<file path="src/rtl/ex_mem_latch_pkg.sv">
// Shared memory-access encodings and control bundle for the EX/MEM boundary.
// mem_size values are common to the decoder, this latch and the MEM stage.
package ex_mem_latch_pkg;

  localparam int DATA_W = 32;

  function automatic int be_width(input int data_width);
    return data_width / 8;
  endfunction

  localparam int BE_W = be_width(DATA_W);

  typedef enum logic [1:0] {
    MEM_SIZE_BYTE = 2'b00,
    MEM_SIZE_HALF = 2'b01,
    MEM_SIZE_WORD = 2'b10
  } mem_size_e;

  localparam logic [BE_W-1:0] BE_ALL  = '1;
  localparam logic [BE_W-1:0] BE_NONE = '0;

  typedef struct packed {
    logic       reg_write;
    logic       mem_to_reg;
    logic       mem_read;
    logic       mem_write;
    logic [1:0] mem_size;
    logic       mem_unsigned;
  } ctrl_t;

endpackage

</file>
<file path="src/rtl/ex_mem_latch_if.sv">
// EX-stage inputs and registered EX/MEM outputs of the pipeline latch.
// slave = the latch itself; master = the EX stage / environment driving it.
interface ex_mem_latch_if #(
  parameter int DATA_BUS_WIDTH = 32,
  parameter int REG_ADDR_WIDTH = 5
);
  localparam int BE_WIDTH = DATA_BUS_WIDTH / 8;

  logic                      enable;
  logic                      flush;
  logic [DATA_BUS_WIDTH-1:0] alu_result;
  logic [DATA_BUS_WIDTH-1:0] rt_data;
  logic [REG_ADDR_WIDTH-1:0] wr_reg;
  logic                      reg_write;
  logic                      mem_to_reg;
  logic                      mem_read;
  logic                      mem_write;
  logic [1:0]                mem_size;
  logic                      mem_unsigned;
  logic                      halt;

  logic [DATA_BUS_WIDTH-1:0] out_alu_result;
  logic [DATA_BUS_WIDTH-1:0] out_store_data;
  logic [BE_WIDTH-1:0]       out_byte_en;
  logic [REG_ADDR_WIDTH-1:0] out_wr_reg;
  logic                      out_reg_write;
  logic                      out_mem_to_reg;
  logic                      out_mem_read;
  logic                      out_mem_write;
  logic                      out_mem_unsigned;
  logic [1:0]                out_mem_size;
  logic                      out_misaligned;
  logic                      out_halted;

  modport slave (
    input  enable, flush, alu_result, rt_data, wr_reg, reg_write, mem_to_reg,
           mem_read, mem_write, mem_size, mem_unsigned, halt,
    output out_alu_result, out_store_data, out_byte_en, out_wr_reg, out_reg_write,
           out_mem_to_reg, out_mem_read, out_mem_write, out_mem_unsigned,
           out_mem_size, out_misaligned, out_halted
  );

  modport master (
    output enable, flush, alu_result, rt_data, wr_reg, reg_write, mem_to_reg,
           mem_read, mem_write, mem_size, mem_unsigned, halt,
    input  out_alu_result, out_store_data, out_byte_en, out_wr_reg, out_reg_write,
           out_mem_to_reg, out_mem_read, out_mem_write, out_mem_unsigned,
           out_mem_size, out_misaligned, out_halted
  );
endinterface

</file>
<file path="src/rtl/ex_mem_latch_store_align.sv">
// Store lane replication, byte strobes and alignment check; purely combinational.
// Strobes are zero for non-stores and for any misaligned access.
module ex_mem_latch_store_align
  import ex_mem_latch_pkg::*;
(
  input  logic [1:0]        mem_size,
  input  logic [1:0]        addr,
  input  logic [DATA_W-1:0] rt_data,
  input  logic              mem_read,
  input  logic              mem_write,
  output logic [DATA_W-1:0] store_data,
  output logic [BE_W-1:0]   byte_en,
  output logic              misaligned
);
  logic [BE_W-1:0] lane_en;
  logic            align_bad;

  always_comb begin
    store_data = rt_data;
    lane_en    = BE_ALL;
    align_bad  = 1'b0;
    case (mem_size)
      MEM_SIZE_BYTE: begin
        store_data = {4{rt_data[7:0]}};
        lane_en    = {{(BE_W-1){1'b0}}, 1'b1} << addr;
      end
      MEM_SIZE_HALF: begin
        store_data = {2{rt_data[15:0]}};
        lane_en    = addr[1] ? 4'b1100 : 4'b0011;
        align_bad  = addr[0];
      end
      // reserved encoding behaves as a word access
      default: begin
        align_bad  = (addr != 2'b00);
      end
    endcase
  end

  assign misaligned = (mem_read | mem_write) & align_bad;
  assign byte_en    = (mem_write && !misaligned) ? lane_en : BE_NONE;

endmodule

</file>
<file path="src/rtl/ex_mem_latch.sv">
// EX/MEM pipeline register with store alignment, flush bubbles and sticky halt; 1-cycle latency.
// enable=0 stalls (all state held); flush wins over stall; once halted every advance is a bubble.
module ex_mem_latch
  import ex_mem_latch_pkg::*;
#(
  parameter int DATA_BUS_WIDTH = 32,
  parameter int REG_ADDR_WIDTH = 5,
  parameter int BE_WIDTH       = be_width(DATA_BUS_WIDTH)
) (
  input  logic          clk,
  input  logic          reset,
  ex_mem_latch_if.slave bus
);
  logic [DATA_BUS_WIDTH-1:0] sa_data;
  logic [BE_WIDTH-1:0]       sa_be;
  logic                      sa_mis;
  ctrl_t                     ctrl_in;

  logic [DATA_BUS_WIDTH-1:0] alu_q;
  logic [DATA_BUS_WIDTH-1:0] data_q;
  logic [BE_WIDTH-1:0]       be_q;
  logic [REG_ADDR_WIDTH-1:0] wr_reg_q;
  ctrl_t                     ctrl_q;
  logic                      mis_q;
  logic                      halted_q;

  ex_mem_latch_store_align u_store_align (
    .mem_size   (bus.mem_size),
    .addr       (bus.alu_result[1:0]),
    .rt_data    (bus.rt_data),
    .mem_read   (bus.mem_read),
    .mem_write  (bus.mem_write),
    .store_data (sa_data),
    .byte_en    (sa_be),
    .misaligned (sa_mis)
  );

  // A misaligned access keeps its address/destination visible but must not touch memory or the RF.
  assign ctrl_in = '{
    reg_write:    bus.reg_write & ~sa_mis,
    mem_to_reg:   bus.mem_to_reg,
    mem_read:     bus.mem_read  & ~sa_mis,
    mem_write:    bus.mem_write & ~sa_mis,
    mem_size:     bus.mem_size,
    mem_unsigned: bus.mem_unsigned
  };

  always_ff @(posedge clk) begin
    if (reset) begin
      alu_q    <= '0;
      data_q   <= '0;
      be_q     <= '0;
      wr_reg_q <= '0;
      ctrl_q   <= '0;
      mis_q    <= 1'b0;
      halted_q <= 1'b0;
    end else if (bus.flush) begin
      alu_q    <= '0;
      data_q   <= '0;
      be_q     <= '0;
      wr_reg_q <= '0;
      ctrl_q   <= '0;
      mis_q    <= 1'b0;
    end else if (!bus.enable) begin
      alu_q    <= alu_q;
    end else if (halted_q || bus.halt) begin
      // the HALT instruction itself also retires as a bubble
      alu_q    <= '0;
      data_q   <= '0;
      be_q     <= '0;
      wr_reg_q <= '0;
      ctrl_q   <= '0;
      mis_q    <= 1'b0;
      halted_q <= 1'b1;
    end else begin
      alu_q    <= bus.alu_result;
      data_q   <= sa_data;
      be_q     <= sa_be;
      wr_reg_q <= bus.wr_reg;
      ctrl_q   <= ctrl_in;
      mis_q    <= sa_mis;
    end
  end

  assign bus.out_alu_result   = alu_q;
  assign bus.out_store_data   = data_q;
  assign bus.out_byte_en      = be_q;
  assign bus.out_wr_reg       = wr_reg_q;
  assign bus.out_reg_write    = ctrl_q.reg_write;
  assign bus.out_mem_to_reg   = ctrl_q.mem_to_reg;
  assign bus.out_mem_read     = ctrl_q.mem_read;
  assign bus.out_mem_write    = ctrl_q.mem_write;
  assign bus.out_mem_unsigned = ctrl_q.mem_unsigned;
  assign bus.out_mem_size     = ctrl_q.mem_size;
  assign bus.out_misaligned   = mis_q;
  assign bus.out_halted       = halted_q;

endmodule

</file>
<file path="src/flat_wrapper.sv">
// flat-port wrapper written by rule: the top's interface ports become plain ports
module ex_mem_latch_flat import ex_mem_latch_pkg::*;
#(
  parameter int DATA_BUS_WIDTH = 32,
  parameter int REG_ADDR_WIDTH = 5,
  parameter int BE_WIDTH       = be_width(DATA_BUS_WIDTH)
)
  (clk, reset, bus_enable, bus_flush, bus_alu_result, bus_rt_data, bus_wr_reg, bus_reg_write, bus_mem_to_reg, bus_mem_read, bus_mem_write, bus_mem_size, bus_mem_unsigned, bus_halt, bus_out_alu_result, bus_out_store_data, bus_out_byte_en, bus_out_wr_reg, bus_out_reg_write, bus_out_mem_to_reg, bus_out_mem_read, bus_out_mem_write, bus_out_mem_unsigned, bus_out_mem_size, bus_out_misaligned, bus_out_halted);
  ex_mem_latch_if #(.DATA_BUS_WIDTH(DATA_BUS_WIDTH), .REG_ADDR_WIDTH(REG_ADDR_WIDTH)) bus_i ();
  input  logic clk;
  input  logic reset;
  input wire logic [$bits(bus_i.enable)-1:0] bus_enable;
  input wire logic [$bits(bus_i.flush)-1:0] bus_flush;
  input wire logic [$bits(bus_i.alu_result)-1:0] bus_alu_result;
  input wire logic [$bits(bus_i.rt_data)-1:0] bus_rt_data;
  input wire logic [$bits(bus_i.wr_reg)-1:0] bus_wr_reg;
  input wire logic [$bits(bus_i.reg_write)-1:0] bus_reg_write;
  input wire logic [$bits(bus_i.mem_to_reg)-1:0] bus_mem_to_reg;
  input wire logic [$bits(bus_i.mem_read)-1:0] bus_mem_read;
  input wire logic [$bits(bus_i.mem_write)-1:0] bus_mem_write;
  input wire logic [$bits(bus_i.mem_size)-1:0] bus_mem_size;
  input wire logic [$bits(bus_i.mem_unsigned)-1:0] bus_mem_unsigned;
  input wire logic [$bits(bus_i.halt)-1:0] bus_halt;
  output wire logic [$bits(bus_i.out_alu_result)-1:0] bus_out_alu_result;
  output wire logic [$bits(bus_i.out_store_data)-1:0] bus_out_store_data;
  output wire logic [$bits(bus_i.out_byte_en)-1:0] bus_out_byte_en;
  output wire logic [$bits(bus_i.out_wr_reg)-1:0] bus_out_wr_reg;
  output wire logic [$bits(bus_i.out_reg_write)-1:0] bus_out_reg_write;
  output wire logic [$bits(bus_i.out_mem_to_reg)-1:0] bus_out_mem_to_reg;
  output wire logic [$bits(bus_i.out_mem_read)-1:0] bus_out_mem_read;
  output wire logic [$bits(bus_i.out_mem_write)-1:0] bus_out_mem_write;
  output wire logic [$bits(bus_i.out_mem_unsigned)-1:0] bus_out_mem_unsigned;
  output wire logic [$bits(bus_i.out_mem_size)-1:0] bus_out_mem_size;
  output wire logic [$bits(bus_i.out_misaligned)-1:0] bus_out_misaligned;
  output wire logic [$bits(bus_i.out_halted)-1:0] bus_out_halted;
  assign bus_i.enable = bus_enable;
  assign bus_i.flush = bus_flush;
  assign bus_i.alu_result = bus_alu_result;
  assign bus_i.rt_data = bus_rt_data;
  assign bus_i.wr_reg = bus_wr_reg;
  assign bus_i.reg_write = bus_reg_write;
  assign bus_i.mem_to_reg = bus_mem_to_reg;
  assign bus_i.mem_read = bus_mem_read;
  assign bus_i.mem_write = bus_mem_write;
  assign bus_i.mem_size = bus_mem_size;
  assign bus_i.mem_unsigned = bus_mem_unsigned;
  assign bus_i.halt = bus_halt;
  assign bus_out_alu_result = bus_i.out_alu_result;
  assign bus_out_store_data = bus_i.out_store_data;
  assign bus_out_byte_en = bus_i.out_byte_en;
  assign bus_out_wr_reg = bus_i.out_wr_reg;
  assign bus_out_reg_write = bus_i.out_reg_write;
  assign bus_out_mem_to_reg = bus_i.out_mem_to_reg;
  assign bus_out_mem_read = bus_i.out_mem_read;
  assign bus_out_mem_write = bus_i.out_mem_write;
  assign bus_out_mem_unsigned = bus_i.out_mem_unsigned;
  assign bus_out_mem_size = bus_i.out_mem_size;
  assign bus_out_misaligned = bus_i.out_misaligned;
  assign bus_out_halted = bus_i.out_halted;
  ex_mem_latch #(.DATA_BUS_WIDTH(DATA_BUS_WIDTH), .REG_ADDR_WIDTH(REG_ADDR_WIDTH), .BE_WIDTH(BE_WIDTH)) u_core (.clk(clk), .reset(reset), .bus(bus_i));
endmodule
</file>
<file path="config.mk">
export PLATFORM = sky130hd
export DESIGN_NAME = ex_mem_latch_flat
export DESIGN_NICKNAME = d
export VERILOG_FILES = /design/src/rtl/ex_mem_latch_pkg.sv /design/src/rtl/ex_mem_latch_if.sv /design/src/rtl/ex_mem_latch_store_align.sv /design/src/rtl/ex_mem_latch.sv /design/src/flat_wrapper.sv
export SDC_FILE = /design/constraint.sdc
export NUM_CORES = 1
export LEC_CHECK = 0
export CAP_MARGIN = 20
export CORE_MARGIN = 8
export CORE_UTILIZATION = 44
export CTS_CLUSTER_DIAMETER = 30
export CTS_CLUSTER_SIZE = 20
export DETAILED_ROUTE_END_ITERATION = 8
export PLACE_DENSITY = 0.87
export RECOVER_POWER = 50
export SYNTH_ARGS = -nofsm -noshare
export SYNTH_HDL_FRONTEND = slang
export SYNTH_SLANG_ARGS = --single-unit
</file>
<file path="constraint.sdc">
create_clock -name clk -period 2.39 [get_ports clk]
set_clock_uncertainty 0.2 [all_clocks]
set_input_delay 0.717 -clock clk [delete_from_list [all_inputs] [get_ports clk]]
set_output_delay 0.717 -clock clk [all_outputs]
set_load 0.02 [all_outputs]
</file>
# After elaboration in Yosys (flattened, before gate mapping)
# Cells that the tools add are included.
[totals]
wordCells = 39
ramBits = 0
romBits = 0
latchBits = 0
reg_bits = 82
memories = 0
[op_classes]
n_eq_ne = 1
n_div = 0
reduce_logical = 7
n_bitwise = 7
n_mul = 0
add_sub_neg = 0
n_lt_le_gt_ge = 0
n_mux = 11
shifts = 1
[ops]
columns = ["op", "n"]
rows = [
  ["$mux W32", 2],
  ["$pmux W32 S2", 1],
  ["$mux W4", 3],
  ["$pmux W4 S2", 1],
  ["$mux W7", 1],
  ["$mux W5", 1],
  ["$and A1 B1 Y1", 4],
  ["$shl A1 B2 Y4 const A", 1],
  ["$reduce_and A3 Y1", 1],
  ["$eq A2 B1 Y1 const B", 1],
  ["$logic_not A2 Y1", 1],
  ["$not A1 Y1", 2],
  ["$pmux W1 S2", 1],
  ["$reduce_bool A2 Y1", 1],
  ["$reduce_or A2 Y1", 1],
  ["$logic_and A1 B1 Y1", 1],
  ["$logic_not A1 Y1", 1],
  ["$logic_or A1 B1 Y1", 1],
  ["$mux W1", 1],
  ["$or A1 B1 Y1", 1],
]

# Depth between registers and ports, before layout
# Gate-level depths: netlist (run 1).
[logic_depth]
depth_word = 7
mapped_depth = 6
mapped_depth_nobuf = 3

# Hierarchy
# From an unflattened synthesis (run 1), not the netlist that was laid out.
[unflattened]
hier_cells = 278
hier_area_um2 = 3264.4
[by_module_without_submodules]
columns = ["mod", "seq_area_each_um2", "area_per_inst_um2", "cells_per_inst", "n_inst"]
rows = [
  ["ex_mem_latch", 1641.6, 2718.9, 210, 1],
  ["ex_mem_latch_store_align", 0.0, 545.5, 68, 1],
]

# Worst setup path after synthesis (run 1)
# Ideal clock, no wire load.
[synth_timing]
path_type = "input to register"
startpoint = "input bus_enable"
endpoint = "register u_core.alu_q[19], in the netlist u_core.bus.out_alu_result[19]"
path_stages = 6
path_buffers = 3
setup_ps = 128
t_arrival_ps = 1516
path_slack_ps = 546
path_cell_list = "buf_4 -> nor3b_2 -> buf_4 -> buf_4 -> a21oi_1 -> nor2_1"
[synth_lines]
columns = ["item", "line_no", "rtl"]
rows = [
  ["start, declared", "flat_wrapper.sv:12", "input wire logic [$bits(bus_i.enable)-1:0] bus_enable;"],
  ["end signal, assigned", "ex_mem_latch.sv:65", "alu_q <= alu_q;"],
  ["end signal, assigned", "ex_mem_latch.sv:76", "alu_q <= bus.alu_result;"],
  ["end, declared", "ex_mem_latch.sv:19", "logic [DATA_BUS_WIDTH-1:0] alu_q;"],
]

# Worst setup path in the final report (run 1)
[layout_timing]
startpoint = "register u_core.halted_q, in the netlist u_core.bus.out_halted"
endpoint = "output bus_out_halted"
[layout_lines]
columns = ["item", "line_no", "rtl"]
rows = [
  ["start, declared", "ex_mem_latch.sv:25", "logic halted_q;"],
  ["start signal, assigned", "ex_mem_latch.sv:56", "halted_q <= 1'b0;"],
  ["start signal, assigned", "ex_mem_latch.sv:74", "halted_q <= 1'b1;"],
  ["end, declared", "flat_wrapper.sv:35", "output wire logic [$bits(bus_i.out_halted)-1:0] bus_out_halted;"],
]
# No word-level cell between the ends.

==> summary.txt, run 1 <==
Run status
  – Status: finished clean

Route
  – WL per Instance: 17.17 um
  – DRT Pass-1 Iters: 4
  – Via density: just over 5
  – Number of nets still failing antenna checks after routing: 0
  – Drt drc: 0
  – DRT Wirelength: 11330 um
  – Vias: about 3400
  – Initial DRC Count: 108

Layout
  – Layout area overhead: 57.52%
  – N_diodes: 0
  – Final Util: 0.7078
  – Most common cell after layout, fill and taps aside: clkdlybuf4s50_1
  – Fillers: 630
  – Non-filler cells, final: between 600 and 700
  – Final nets: 634
  – Share of cells above drive strength 1: 0.08781
  – Most frequent cells in the layout: 159 x clkdlybuf4s50_1, 82 x dfxtp_1, 81 x a21oi_1, 62 x nor2_1, 57 x nor2b_1

Power
  – Peak supply drop: 0.3578 mV
  – Switch share: 0.2327
  – Comb power frac: 0.146
  – PD cells: 585.9 mW/mm2
  – Seq pwr share: 0.442
  – Overall Power: approximately 3.2 mW
  – Int Power: 2.446 mW
  – P_sw: 0.7418 mW
  – Clock network fraction of total power: 0.412
  – Leakage: 1.914 nW

Logic synthesis
  – Post-Syn Nets: a little under 500
  – Synth top area cells: dfxtp_1 48%, a21oi_1 12%, nor2b_1 10%, nor2_1 6.7%, nand2b_1 6.5%
  – Post-Syn Area: 0.003455 mm2
  – Post-synthesis cell type count: 21
  – Top cell type's share of synthesized area: 0.4752
  – Synth warn: 0
  – Gate Count Post-Synth: 400
  – Area leader, netlist: dfxtp_1
  – #FFs+latches synth: 82
  – Post-synthesis sequential area ratio: 0.4752
  – Syn Area/Cell: 8.636 um2

Timing
  – Slew HR: 0.5292
  – Pin slew with the least headroom to its limit: 0.7062 ns
  – F_max: 0.4283 GHz
  – Fin crit share: 0.9768
  – RSZ-0062 raised after global routing: false
  – Final Max Slew Viols: 0
  – Finish-stage setup viols: 0
  – Hold WS: around 0.27 ns
  – Final min period: 2.335 ns
  – Fin Setup TNS: 0 ns
  – Hold Fails Final Rpt: 0

Place
  – Port bufs: 162
  – Post-DP HPWL: 8288 um
  – Routability Congestion: 0.7789
  – Cells after DPL: 644

Die
  – Die area: 0.01094 mm2
  – Io pins: 163
  – Site Rows: 32
  – Die Wd: 104.6 um
  – Die Y: 104.6 um
  – Core area: 0.007687 mm2
  – Initial core utilization: 0.4494

GRT
  – Vias in the first global route: about 3500
  – Largest net degree at the start of global routing: 41
  – Total track usage: 0.2003
  – Gr ovfl total: 0
  – Global-route wire length before repair: 17930 um
  – Initial antenna violation count: 0

Worst setup path
  – Startpoint Class: register
  – Delay-heaviest family, CP: buffers and inverters
  – Crit path capture type: output port
  – Buf/Inv on CP: 1
  – CP required: 1.47 ns
  – CP max FO: 4
  – WS Path Type: register to output port
  – CP max stage cell: clkdlybuf4s50_1
  – WP data arrival: between 1 and 1.5 ns
  – CP Cell Sequence: clkdlybuf4s50_1
  – CP max stage delay: 0.66 ns

Job
  – Max-cap viol count: 0

CTS
  – Clk slew on worst S/H paths: 0.08 ns
  – CTS tree: built
  – H-tree lvl count: 3
  – Root buffer cell: clkbuf_8
  – CTS Buffer Depth: 2
  – Insertion delay to the later sink of the worst-skew pair: ~0.34 ns
  – Hold_buf cts: 0
  – Post-CTS setup buffers: 0
  – Resize count post-CTS: 0
  – Total CTS buffers: 9
  – Clk sinks: 82

Worst hold path
  – Hold/Removal Path Class: register to register
final cells by class:
type	count	area (um2)	share of cell area
clock buffer	9	123.9	0.02276
clock inverter	7	141.4	0.02598
inverter	3	11.26	0.002069
multi-input combinational	283	1649	0.3031
sequential	82	1642	0.3017
tap	102	127.6	0.02345
timing repair buffer	174	1747	0.3210
cells by family after synthesis:
group,count (synthesis),share of synthesized area
multiplexers,16,0.05215
flip-flops,82,0.4752
AND/OR/NAND/NOR,159,0.2456
buffers and inverters,35,0.04744
AO/OA/AOI/OAI,108,0.1796
cells in the mapped netlist:
cell	n
o2111ai_2	1
nor3b_2	1
o211ai_1	19
o32a_1	1
a21oi_1	81
inv_1	3
clkbuf_1	15
nor2_1	62
mux2_2	16
or2_2	2
buf_2	10
a31oi_1	1
o2bb2ai_1	4
nand2b_1	36
clkbuf_2	1
or3b_1	1
dfxtp_1	82
o22ai_1	1
buf_4	5
buf_1	1
nor2b_1	57
metal layers:
layer | vias up | wire (um) | track usage
met5 | - | 0 | 0
met2 | 133 | 5527 | 0.3329
li1 | 1644 | - | -
met1 | 1558 | 4453 | 0.2206
met4 | 0 | 337 | 0.09174
met3 | 24 | 1014 | 0.08047
path summary, 6_finish.rpt:
kind | endpoint | from | slack, ns | cells after the start
setup / recovery | bus_out_halted | u_core.bus.out_halted | 0.06 | 1
hold / removal | u_core.bus.out_mem_write | u_core.bus.out_mem_write | 0.27 | 2
setup reg to reg | u_core.bus.out_alu_result[16] | u_core.bus.out_halted | 0.89 | 4
hold reg to reg | u_core.bus.out_mem_write | u_core.bus.out_mem_write | 0.27 | 2
metrics by stage:
step,area (um2),setup slack (ns)
after floorplan,3455,0.5460
after global placement,5187,0.09108
after detailed placement,5187,0.02928
after CTS,5453,0.03351
after global routing,5441,0.005718
final,5441,0.05539
power by group through the flow:
stage	Sequential (mW)	Clock [mW]	Combinational, mW
after floorplan	1.47	0	0.181
final	1.41	1.31	0.466
after CTS	1.41	1.34	0.470
after global placement	1.44	0	0.457
after detailed placement	1.44	0	0.467
after global routing	1.41	1.40	0.500
Power figures use the tool's default switching activity.
==> run 2: changes to the inputs <==
- CAP_MARGIN: 20 -> not set
- SLEW_MARGIN: not set -> 20
==> results of run 2 <==
Same layout as run 1: the final DEF is identical, and so are final timing and power.
==> run 3: changes to the inputs <==
- CORE_UTILIZATION: 44 -> 41
- PLACE_DENSITY: 0.87 -> 0.82
- clock period: 2.39 -> 2.2 ns (I/O delays scaled with it)
==> run 3 against run 2 <==
Flip-flop and latch count is the same; non-clock buffer count grew 3; critical path depth is the same; sequential share of layout area grew 2.0 points; worst hold slack is essentially flat.
==> summary.txt, run 3 (synthesis gave the netlist of run 1 again) <==
Die
  – Site Rows: 33 (+3.1%)
  – Core area: 0.008175 mm2 (+6.3%)
  – Io pins: 163 (unchanged)
  – Die Y: 107.8 um (+3.0%)
  – Die Wd: 107.8 um (+3.0%)
  – Initial core utilization: 0.4226 (-0.02682)
  – Die area: 0.01162 mm2 (+6.2%)

CTS
  – Hold_buf cts: 0 (unchanged)
  – CTS tree: built
  – Post-CTS setup buffers: 0 (unchanged)
  – Clk slew on worst S/H paths: 0.08 ns (about the same)
  – Root buffer cell: clkbuf_8
  – H-tree lvl count: 3 (unchanged)
  – Insertion delay to the later sink of the worst-skew pair: 0.34 ns (about the same)
  – Clk sinks: 82 (unchanged)
  – CTS Buffer Depth: 2 (unchanged)
  – Total CTS buffers: 9 (unchanged)

Place
  – Cell Area, Placed: 0.005226 mm2 (+0.75%)
  – Post-DP HPWL: 8082 um (-2.5%)
  – Port bufs: 162 (unchanged)
  – Routability Congestion: 0.7531 (-3.3%)

Worst setup path
  – CP max stage cell: clkdlybuf4s50_1
  – CP required: 1.34 ns (-0.13 ns)
  – WP data arrival: 1.30 ns (-0.12 ns)
  – Delay-heaviest family, CP: buffers and inverters
  – CP max FO: 2 (-2)
  – Buf/Inv on CP: 1 (unchanged)
  – CP Cell Sequence: clkdlybuf4s50_1
  – CP max stage delay: 0.63 ns (-0.03 ns)
  – Startpoint Class: register
  – Crit path capture type: output port
  – WS Path Type: register to output port

Timing
  – Pin slew with the least headroom to its limit: 0.6470 ns (-0.05919 ns)
  – Finish-stage setup viols: 0 (unchanged)
  – Final min period: 2.161 ns
  – RSZ-0062 raised after global routing: false
  – Hold Fails Final Rpt: 0 (unchanged)
  – Slew HR: 0.5687 (+0.03946)
  – Fin crit share: 0.9820
  – F_max: 0.4629 GHz
  – Final Max Slew Viols: 0 (unchanged)
  – Hold WS: 0.2665 ns (-0.0004390 ns)

Power
  – PD cells: 629.2 mW/mm2 (+7.4%)
  – P_sw: 0.7773 mW (+4.8%)
  – Overall Power: 3.207 mW (+0.57%)
  – Int Power: 2.429 mW (-0.71%)
  – Leakage: 1.835 nW (-4.2%)
  – Seq pwr share: 0.477 (+0.035)
  – Peak supply drop: 0.4229 mV (+18%)
  – Switch share: 0.2424 (+0.009767)
  – Comb power frac: 0.150 (+0.004)
  – Clock network fraction of total power: 0.373 (-0.039)

Route
  – Initial DRC Count: 131 (+21%)
  – Drt drc: 0 (unchanged)
  – DRT Wirelength: 11050 um (-2.5%)
  – Number of nets still failing antenna checks after routing: 0 (unchanged)
  – Vias: 3290 (-2.1%)
  – WL per Instance: 16.62 um (-3.2%)
  – Via density: 4.947 (-2.8%)
  – DRT Pass-1 Iters: 4 (unchanged)

Worst hold path
  – Hold/Removal Path Class: register to register

Layout
  – Layout area overhead: 47.52%
  – Finished Cell Area: 0.005096 mm2 (-6.3%)
  – Final Util: 0.6234 (-0.08449)
  – Most common cell after layout, fill and taps aside: clkdlybuf4s50_1
  – Most frequent cells in the layout: 103 x clkdlybuf4s50_1, 82 x dfxtp_1, 81 x a21oi_1, 62 x nor2_1, 57 x nor2b_1
  – Final nets: 637 (+0.47%)
  – Share of cells above drive strength 1: 0.09107 (+0.003258)
  – N_diodes: 0 (unchanged)

Job
  – Max-cap viol count: 0 (unchanged)

GRT
  – Total track usage: 0.1881 (-0.01216)
  – Global-route wire length before repair: 17380 um (-3.0%)
  – Largest net degree at the start of global routing: 62 (+51%)
  – Gr ovfl total: 0 (unchanged)
  – Initial antenna violation count: 0 (unchanged)
  – Vias in the first global route: 3363 (-3.6%)

Run status
  – Status: finished clean
## run 3: cell types whose count changed in the layout (fill, tap and decap cells not counted), sizes merged
cell	change
bufinv	-2
dlygate4sd2	+8
clkdlybuf4s50	-56
buf	+2
clkinvlp	-1
clkbuf	+50
clkinv	+1
## run 3: metrics by stage
stage	cells	setup WS, ns	TNS (ns)
6_report	665	0.03949	0
5_1_grt	665	0.0004191	0
4_1_cts	665	0.0005780	0
3_5_place_dp	650	-0.04902	-0.7301
3_3_place_gp	650	-0.02251	-0.2343
2_1_floorplan	400	0.4130	0
## run 3: path summary, 6_finish.rpt
| kind | start | end | slack (ns) | cells after the start |
|---|---|---|---|---|
| min | u_core.bus.out_byte_en[3] | u_core.bus.out_byte_en[3] | 0.27 | 1 |
| max | u_core.bus.out_store_data[11] | bus_out_store_data[11] | 0.04 | 1 |
| max reg2reg | u_core.bus.out_halted | u_core.bus.out_wr_reg[4] | 0.52 | 5 |
| min reg2reg | u_core.bus.out_byte_en[3] | u_core.bus.out_byte_en[3] | 0.27 | 1 |
## run 3: layer usage
| metal | track usage | part of all wire | up-vias |
|---|---|---|---|
| li1 | - | - | 1645 |
| met1 | 0.2134 | 0.41 | 1524 |
| met2 | 0.3066 | 0.49 | 107 |
| met3 | 0.06886 | 0.084 | 14 |
| met4 | 0.08920 | 0.018 | 0 |
| met5 | 0 | 0 | - |
## run 3: power groups by stage
stage,clock network [mW],logic [mW],registers [mW]
after global routing,1.28,0.522,1.53
after floorplan,0,0.196,1.60
after global placement,0,0.506,1.56
after detailed placement,0,0.515,1.56
after CTS,1.22,0.515,1.53
final,1.20,0.483,1.53
## run 3: area by class of cell
cell class	count	area [um2]
fillers	754	3079
well taps	105	131.4
multi-input cells	283	1644
inverters	3	11.26
flip-flops and latches	82	1642
repair buffers	177	1451
clock buffers	10	137.6
clock inverters	5	78.83
## run 3: what timing repair did
action	4_1_cts	5_1_grt
setup endpoints to repair	8	48
gates resized for setup	8	48
hold endpoints to repair	0	0
gates cloned	0	0
